### src/rtl/double_eq_pkg.sv
`default_nettype none
// ============================================================================
// Module   : double_eq_pkg
// Purpose  : Shared constants, response-tag type and small helpers for the
//            double_eq comparator arbiter.
// Revision : 1.0 - initial release
// ============================================================================
package double_eq_pkg;

  // Width of one IEEE-754 double operand.
  localparam int OPERAND_W = 64;

  // Largest supported requester count. Tag indices are sized for this so the
  // tag type can be shared by every configuration; the top only ever
  // compares or decodes indices below its own N_REQ.
  localparam int N_REQ_MAX = 8;
  localparam int IDX_W     = $clog2(N_REQ_MAX);

  // Tag that follows an operand pair through the comparator latency.
  typedef struct packed {
    logic             valid;
    logic [IDX_W-1:0] idx;
  } tag_t;

  // Convert a one-hot (or all-zero) grant vector to a binary index.
  function automatic logic [IDX_W-1:0] onehot_to_idx(input logic [N_REQ_MAX-1:0] onehot);
    logic [IDX_W-1:0] idx;
    idx = '0;
    for (int i = 0; i < N_REQ_MAX; i++) begin
      if (onehot[i]) idx = idx | IDX_W'(i);
    end
    return idx;
  endfunction

  // Advance a round-robin index, wrapping at n.
  function automatic logic [IDX_W-1:0] wrap_inc(input logic [IDX_W-1:0] idx, input int n);
    return (int'(idx) == n - 1) ? '0 : idx + IDX_W'(1);
  endfunction

endpackage
`default_nettype wire

### src/rtl/rr_arbiter.sv
`default_nettype none
// ============================================================================
// Module   : rr_arbiter
// Purpose  : Combinational round-robin grant. Picks the first set request at
//            or after ptr, wrapping modulo N; grant is one-hot or zero.
// Revision : 1.0 - initial release
// ============================================================================
module rr_arbiter
  import double_eq_pkg::*;
#(
  parameter int N = 4
) (
  input  logic [N-1:0]     req,
  input  logic [IDX_W-1:0] ptr,
  output logic [N-1:0]     grant
);

  logic [N-1:0]   rot_req;
  logic [N-1:0]   first;
  logic [2*N-1:0] rot_grant;

  // Rotate so ptr sits at bit 0; the lowest set bit is then the winner.
  assign rot_req   = N'({req, req} >> ptr);
  assign first     = rot_req & (~rot_req + N'(1));

  // Rotate the winner back into requester numbering, folding the wrap.
  assign rot_grant = {{N{1'b0}}, first} << ptr;
  assign grant     = rot_grant[N-1:0] | rot_grant[2*N-1:N];

endmodule
`default_nettype wire

### src/rtl/double_eq_arbiter.sv
`default_nettype none
// ============================================================================
// Module   : double_eq_arbiter
// Purpose  : Shares one external pipelined double-equality comparator between
//            N_REQ requesters. Round-robin issue, one outstanding operation
//            per requester, per-requester held responses.
// Options  : DOUBLE_EQ_ARBITER_PERF_EN - adds a 32-bit issue_count output.
// Revision : 1.0 - initial release
// ============================================================================
module double_eq_arbiter
  import double_eq_pkg::*;
#(
  parameter int N_REQ   = 4,
  parameter int CMP_LAT = 1
) (
  input  logic                   clk,
  input  logic                   rst,
  input  logic [N_REQ-1:0]       req_valid,
  output logic [N_REQ-1:0]       req_ready,
  input  logic [64*N_REQ-1:0]    req_a,
  input  logic [64*N_REQ-1:0]    req_b,
  output logic [N_REQ-1:0]       rsp_valid,
  input  logic [N_REQ-1:0]       rsp_ready,
  output logic [N_REQ-1:0]       rsp_z,
  output logic [OPERAND_W-1:0]   cmp_a,
  output logic [OPERAND_W-1:0]   cmp_b,
  input  logic                   cmp_z
`ifdef DOUBLE_EQ_ARBITER_PERF_EN
  ,
  output logic [31:0]            issue_count
`endif
);

  localparam int OP_SHIFT = $clog2(OPERAND_W);

  logic [N_REQ-1:0]     outstanding;
  logic [N_REQ-1:0]     eligible;
  logic [N_REQ-1:0]     grant;
  logic                 accept;
  logic [IDX_W-1:0]     ptr;
  logic [IDX_W-1:0]     acc_idx;
  logic [OPERAND_W-1:0] sel_a;
  logic [OPERAND_W-1:0] sel_b;
  tag_t                 tag_in;
  tag_t                 tag_out;
  tag_t                 tag_pipe [CMP_LAT+1];

  // A requester competes only while it has nothing in flight or undelivered.
  assign eligible = req_valid & ~outstanding;

  rr_arbiter #(
    .N (N_REQ)
  ) u_rr_arbiter (
    .req   (eligible),
    .ptr   (ptr),
    .grant (grant)
  );

  // Grant is already qualified by req_valid, so any ready bit is an accept.
  assign req_ready = rst ? '0 : grant;
  assign accept    = |req_ready;
  assign acc_idx   = onehot_to_idx(N_REQ_MAX'(grant));

  // Select the granted operand slice by shifting it down to bit 0.
  assign sel_a = OPERAND_W'(req_a >> {acc_idx, {OP_SHIFT{1'b0}}});
  assign sel_b = OPERAND_W'(req_b >> {acc_idx, {OP_SHIFT{1'b0}}});

  assign tag_in  = '{valid: accept, idx: acc_idx};
  assign tag_out = tag_pipe[CMP_LAT];

  // Operand registers and round-robin pointer advance only on an accept.
  always_ff @(posedge clk) begin
    if (rst) begin
      cmp_a <= '0;
      cmp_b <= '0;
      ptr   <= '0;
    end else if (accept) begin
      cmp_a <= sel_a;
      cmp_b <= sel_b;
      ptr   <= wrap_inc(acc_idx, N_REQ);
    end
  end

  // Stage 0 travels alongside the operand register; stages 1..CMP_LAT track
  // the comparator, so the last stage lines up with a valid cmp_z.
  always_ff @(posedge clk) begin
    if (rst) begin
      for (int k = 0; k <= CMP_LAT; k++) tag_pipe[k] <= '0;
    end else begin
      tag_pipe[0] <= tag_in;
      for (int k = 1; k <= CMP_LAT; k++) tag_pipe[k] <= tag_pipe[k-1];
    end
  end

  // Per-requester response holding and outstanding-operation tracking.
  always_ff @(posedge clk) begin
    if (rst) begin
      rsp_valid   <= '0;
      rsp_z       <= '0;
      outstanding <= '0;
    end else begin
      for (int i = 0; i < N_REQ; i++) begin
        if (tag_out.valid && (tag_out.idx == IDX_W'(i))) begin
          rsp_valid[i] <= 1'b1;
          rsp_z[i]     <= cmp_z;
        end else if (rsp_ready[i]) begin
          rsp_valid[i] <= 1'b0;
        end

        // Cleared only by the response handshake, so a same-cycle new
        // request from that requester waits one more cycle.
        if (req_ready[i]) begin
          outstanding[i] <= 1'b1;
        end else if (rsp_valid[i] && rsp_ready[i]) begin
          outstanding[i] <= 1'b0;
        end
      end
    end
  end

`ifdef DOUBLE_EQ_ARBITER_PERF_EN
  // Free-running count of accepted operations, wraps naturally.
  always_ff @(posedge clk) begin
    if (rst) begin
      issue_count <= '0;
    end else if (accept) begin
      issue_count <= issue_count + 32'd1;
    end
  end
`endif

endmodule
`default_nettype wire

### config.mk
export PLATFORM = sky130hd
export DESIGN_NAME = double_eq_arbiter
export DESIGN_NICKNAME = d
export VERILOG_FILES = /design/src/rtl/double_eq_pkg.sv /design/src/rtl/rr_arbiter.sv /design/src/rtl/double_eq_arbiter.sv
export SDC_FILE = /design/constraint.sdc
export NUM_CORES = 1
export LEC_CHECK = 0
export CAP_MARGIN = 15
export CORE_AREA = 2 2 258 260
export DETAILED_ROUTE_END_ITERATION = 6
export DIE_AREA = 0 0 260 262
export PLACE_DENSITY = 0.48
export RECOVER_POWER = 25
export SLEW_MARGIN = 20
export SYNTH_ARGS = -nofsm -noshare
export SYNTH_HDL_FRONTEND = slang
export SYNTH_SLANG_ARGS = --single-unit
### constraint.sdc
create_clock -name clk -period 8.3 [get_ports clk]
set_clock_uncertainty 0.15 [all_clocks]
set_input_delay 2.49 -clock clk [delete_from_list [all_inputs] [get_ports clk]]
set_output_delay 2.49 -clock clk [all_outputs]
set_load 0.1 [all_outputs]
==> reports/results.tsv <==
stage	metric	value	unit
cts	cts_resized	0	
synthesis	avgSynthCellArea	9.19	sq um
global_routing	busiest_layer	met2	
synthesis	syn_nets	1497	
detailed_routing	drc_errors	0	
synthesis	async_flop_share	0	%
power	p_per_area	223	nW/um^2
detailed_routing	antenna_left	0	
power	pwr-share-comb	54.0	%
sta	tns	0	ps
global_routing	track_usage	13.3	%
detailed_routing	wl_per_cell	19.7	um
run_status	status	finished with violations	
cts	clkSinkCount	148	
synthesis	synthFlopType	dfxtp_1	
detailed_routing	drtIter0Drc	612	
layout	stdcell_area	16900	sq um
critical_path	path_max_fanout	79	
synthesis	ys_ff_latch	148	
synthesis	syn_inst	974	
layout	drive_gt1_share	3.43	%
critical_path	critical_path_class	primary input to flip-flop	
critical_path	cpPeakStageDelay	2480	ps
sta	finalHoldViolCount	0	
cts	clockBufferDepth	2	
cts	clkTransAtPathRegs	60	ps
layout	fin_util	25.9	%
global_routing	gr-usage-met3	3.46	%
sta	min_period_over_period	83.5	%
cts	cts_tree	done	
synthesis	synth_edf_count	0	
sta	timing.fmax	144	MHz
power	power.leakage	6.31	nW
place	place.gp.congestion	0.864	
detailed_routing	via_per_inst	4.28	
floorplanning	initial_core_util	13.7	%
floorplanning	core	65300	sq um
power	clockPowerShare	21.8	%
sta	max_slew.worst_pin.slew	3390	ps
global_routing	use_met1	15.0	%
power	power.internal	1.97	mW
synthesis	ys_types	36	
cts	clock_latency	460	ps
layout	nets	2086	
power	switching_share	47.5	%
detailed_routing	drt_wl_total	48100	um
place	io_buffers	662	
critical_path	crit_chain	clkbuf_2 -> nand2b_1 -> buf_12 -> buf_4 -> a221oi_1 -> o22ai_1	
sta	setup_viol	0	
layout	fin_cells	2437	
cts	htree_num_levels	4	
global_routing	antenna_found_initial	1	
sta	rsz0062_at_grt	false	
power	switching_power	1.79	mW
place	placed_area	16300	sq um
sta	drv_slew	225	
place	place_hpwl	36300	um
cts	root_buffer	clkbuf_16	
critical_path	crit_family	simple AND/OR/NAND/NOR gates	
global_routing	grt_pass1_wl	67900	um
floorplanning	io-pin-count	663	
floorplanning	fp.dieH	262	um
flow_run	maxCapViolations	4	
critical_path	cp-end-kind	flip-flop	
floorplanning	die_w	260	um
cts	ctsHoldBuffers	0	
critical_path	worstPathArrival	7170	ps
global_routing	grt.met2_usage	24.3	%
power	ir_worst_vdd	0.116	mV
global_routing	first_global_vias	10534	
power	pwr-share-seq	24.2	%
floorplanning	num_rows	94	
layout	antenna_cells	0	
run_status	violations	capacitance limit, slew limit	
cts	cts_setup_buffers	0	
floorplanning	dieArea	68100	sq um
cts	cts_buffers	17	
synthesis	syn-cell-area	8950	sq um
detailed_routing	dr.pass1.iters	5	
critical_path	worstSetupStartpointType	primary input	
synthesis	yosys_warnings	0	
synthesis	ys_seq_area_share	33.1	%
place	place_inst	2408	
global_routing	grt_max_degree	130	
sta	relSlewSlack	-126	%
detailed_routing	num_vias	10422	
min_path	hold_class	flip-flop to flip-flop	
critical_path	crit_buf_inv	3	
global_routing	grt_overflow	0	
layout	area_growth	88.6	%
sta	fin_crit	6930	ps
critical_path	critical-path-slowest-cell	nand2b_1	
critical_path	critPathRequiredTime	8530	ps
layout by cell type, fill, tap and decap left out, types with 2 or more instances in the layout:
master and instances:
a211oi_1 2, a21oi_1 14, a221oi_1 128, buf_12 5, buf_4 11, bufinv_16 3
clkbuf_1 3, clkbuf_16 17, clkbuf_8 2, clkdlybuf4s50_1 619, clkinv_2 2, clkinvlp_4 3
dfxtp_1 148, dlygate4sd3_1 37, inv_1 2, mux2i_1 132, nand2_1 9, nand2b_1 137
nand3b_1 2, nor2_1 13, nor2b_1 6, o21ai_0 3, o21ai_1 2, o21bai_1 128
o22ai_1 128
power by group through the flow:
stage	sequential (mW)	clock, mW	combinational, mW
floorplan	1.75	0	0.547
global placement	0.922	0	2.05
detailed placement	0.925	0	2.06
CTS	0.912	0.862	2.06
global route	0.925	0.886	2.12
finish	0.909	0.819	2.03
final timing paths:
| check | from | cells after the start | slack [ps] | to |
|---|---|---|---|---|
| worst max-delay path | rst | 6 | 1370 | cmp_b[57] |
| worst min-delay path | tag_pipe[0][0] | 1 | 290 | tag_pipe[0][4] |
| worst min register to register | tag_pipe[0][0] | 1 | 290 | tag_pipe[0][4] |
| worst max register to register | outstanding[2] | 7 | 3780 | cmp_b[57] |
final cells by class:
cell class | instances | area, sq um
fillers | 7000 | 48400
repair buffers | 675 | 6760
multi-input cells | 718 | 5470
flip-flops and latches | 148 | 2960
well taps | 864 | 1080
clock buffers | 20 | 457
clock inverters | 9 | 131
inverters | 3 | 11.3
kinds of logic after synthesis:
group,count (synthesis),synth area share (%)
buffers and inverters,108,6.25
AOI/OAI and AO/OA,411,34.1
DFF,148,33.1
muxes,132,14.8
and+or+nand+nor,175,11.7
through the flow:
step	hold WS [ps]	setup WS, ps	power [mW]
finish	288	1370	3.76
global placement	272	1560	2.97
floorplan	264	838	2.30
global route	314	1050	3.93
CTS	289	1590	3.83
detailed placement	282	1600	2.98
flip-flops by register name (all words and copies together), names as in the netlist:
register and flops:
ptr 2, outstanding 4, rsp_z 4, cmp_b 64, rsp_valid 4, cmp_a 64
tag_pipe 6
layer usage:
metal,wire length (um),share of wire [%]
met1,18600,39
met2,25300,53
met3,3250,6.8
met4,958,2.0
met5,12,0.025
cell usage after synthesis (2+ instances only):
master    number  area share, %
a221oi_1     128             13
nand3b_1       2           0.17
buf_1          2          0.084
clkbuf_1      64            2.7
nor2_1        13           0.55
o21ai_0        3           0.17
nand2b_1     137            9.6
o21ai_1        2           0.11
mux2i_1      132             15
buf_4          3           0.25
dfxtp_1      148             33
o22ai_1      128            8.9
nand2_1        9           0.38
nor2b_1        6           0.42
a211oi_1       2           0.17
inv_1          2          0.084
o21bai_1     128             11
buf_6         14            1.8
a21oi_1       14           0.78
buf_2         21            1.2
Power figures use the tool's default switching activity.
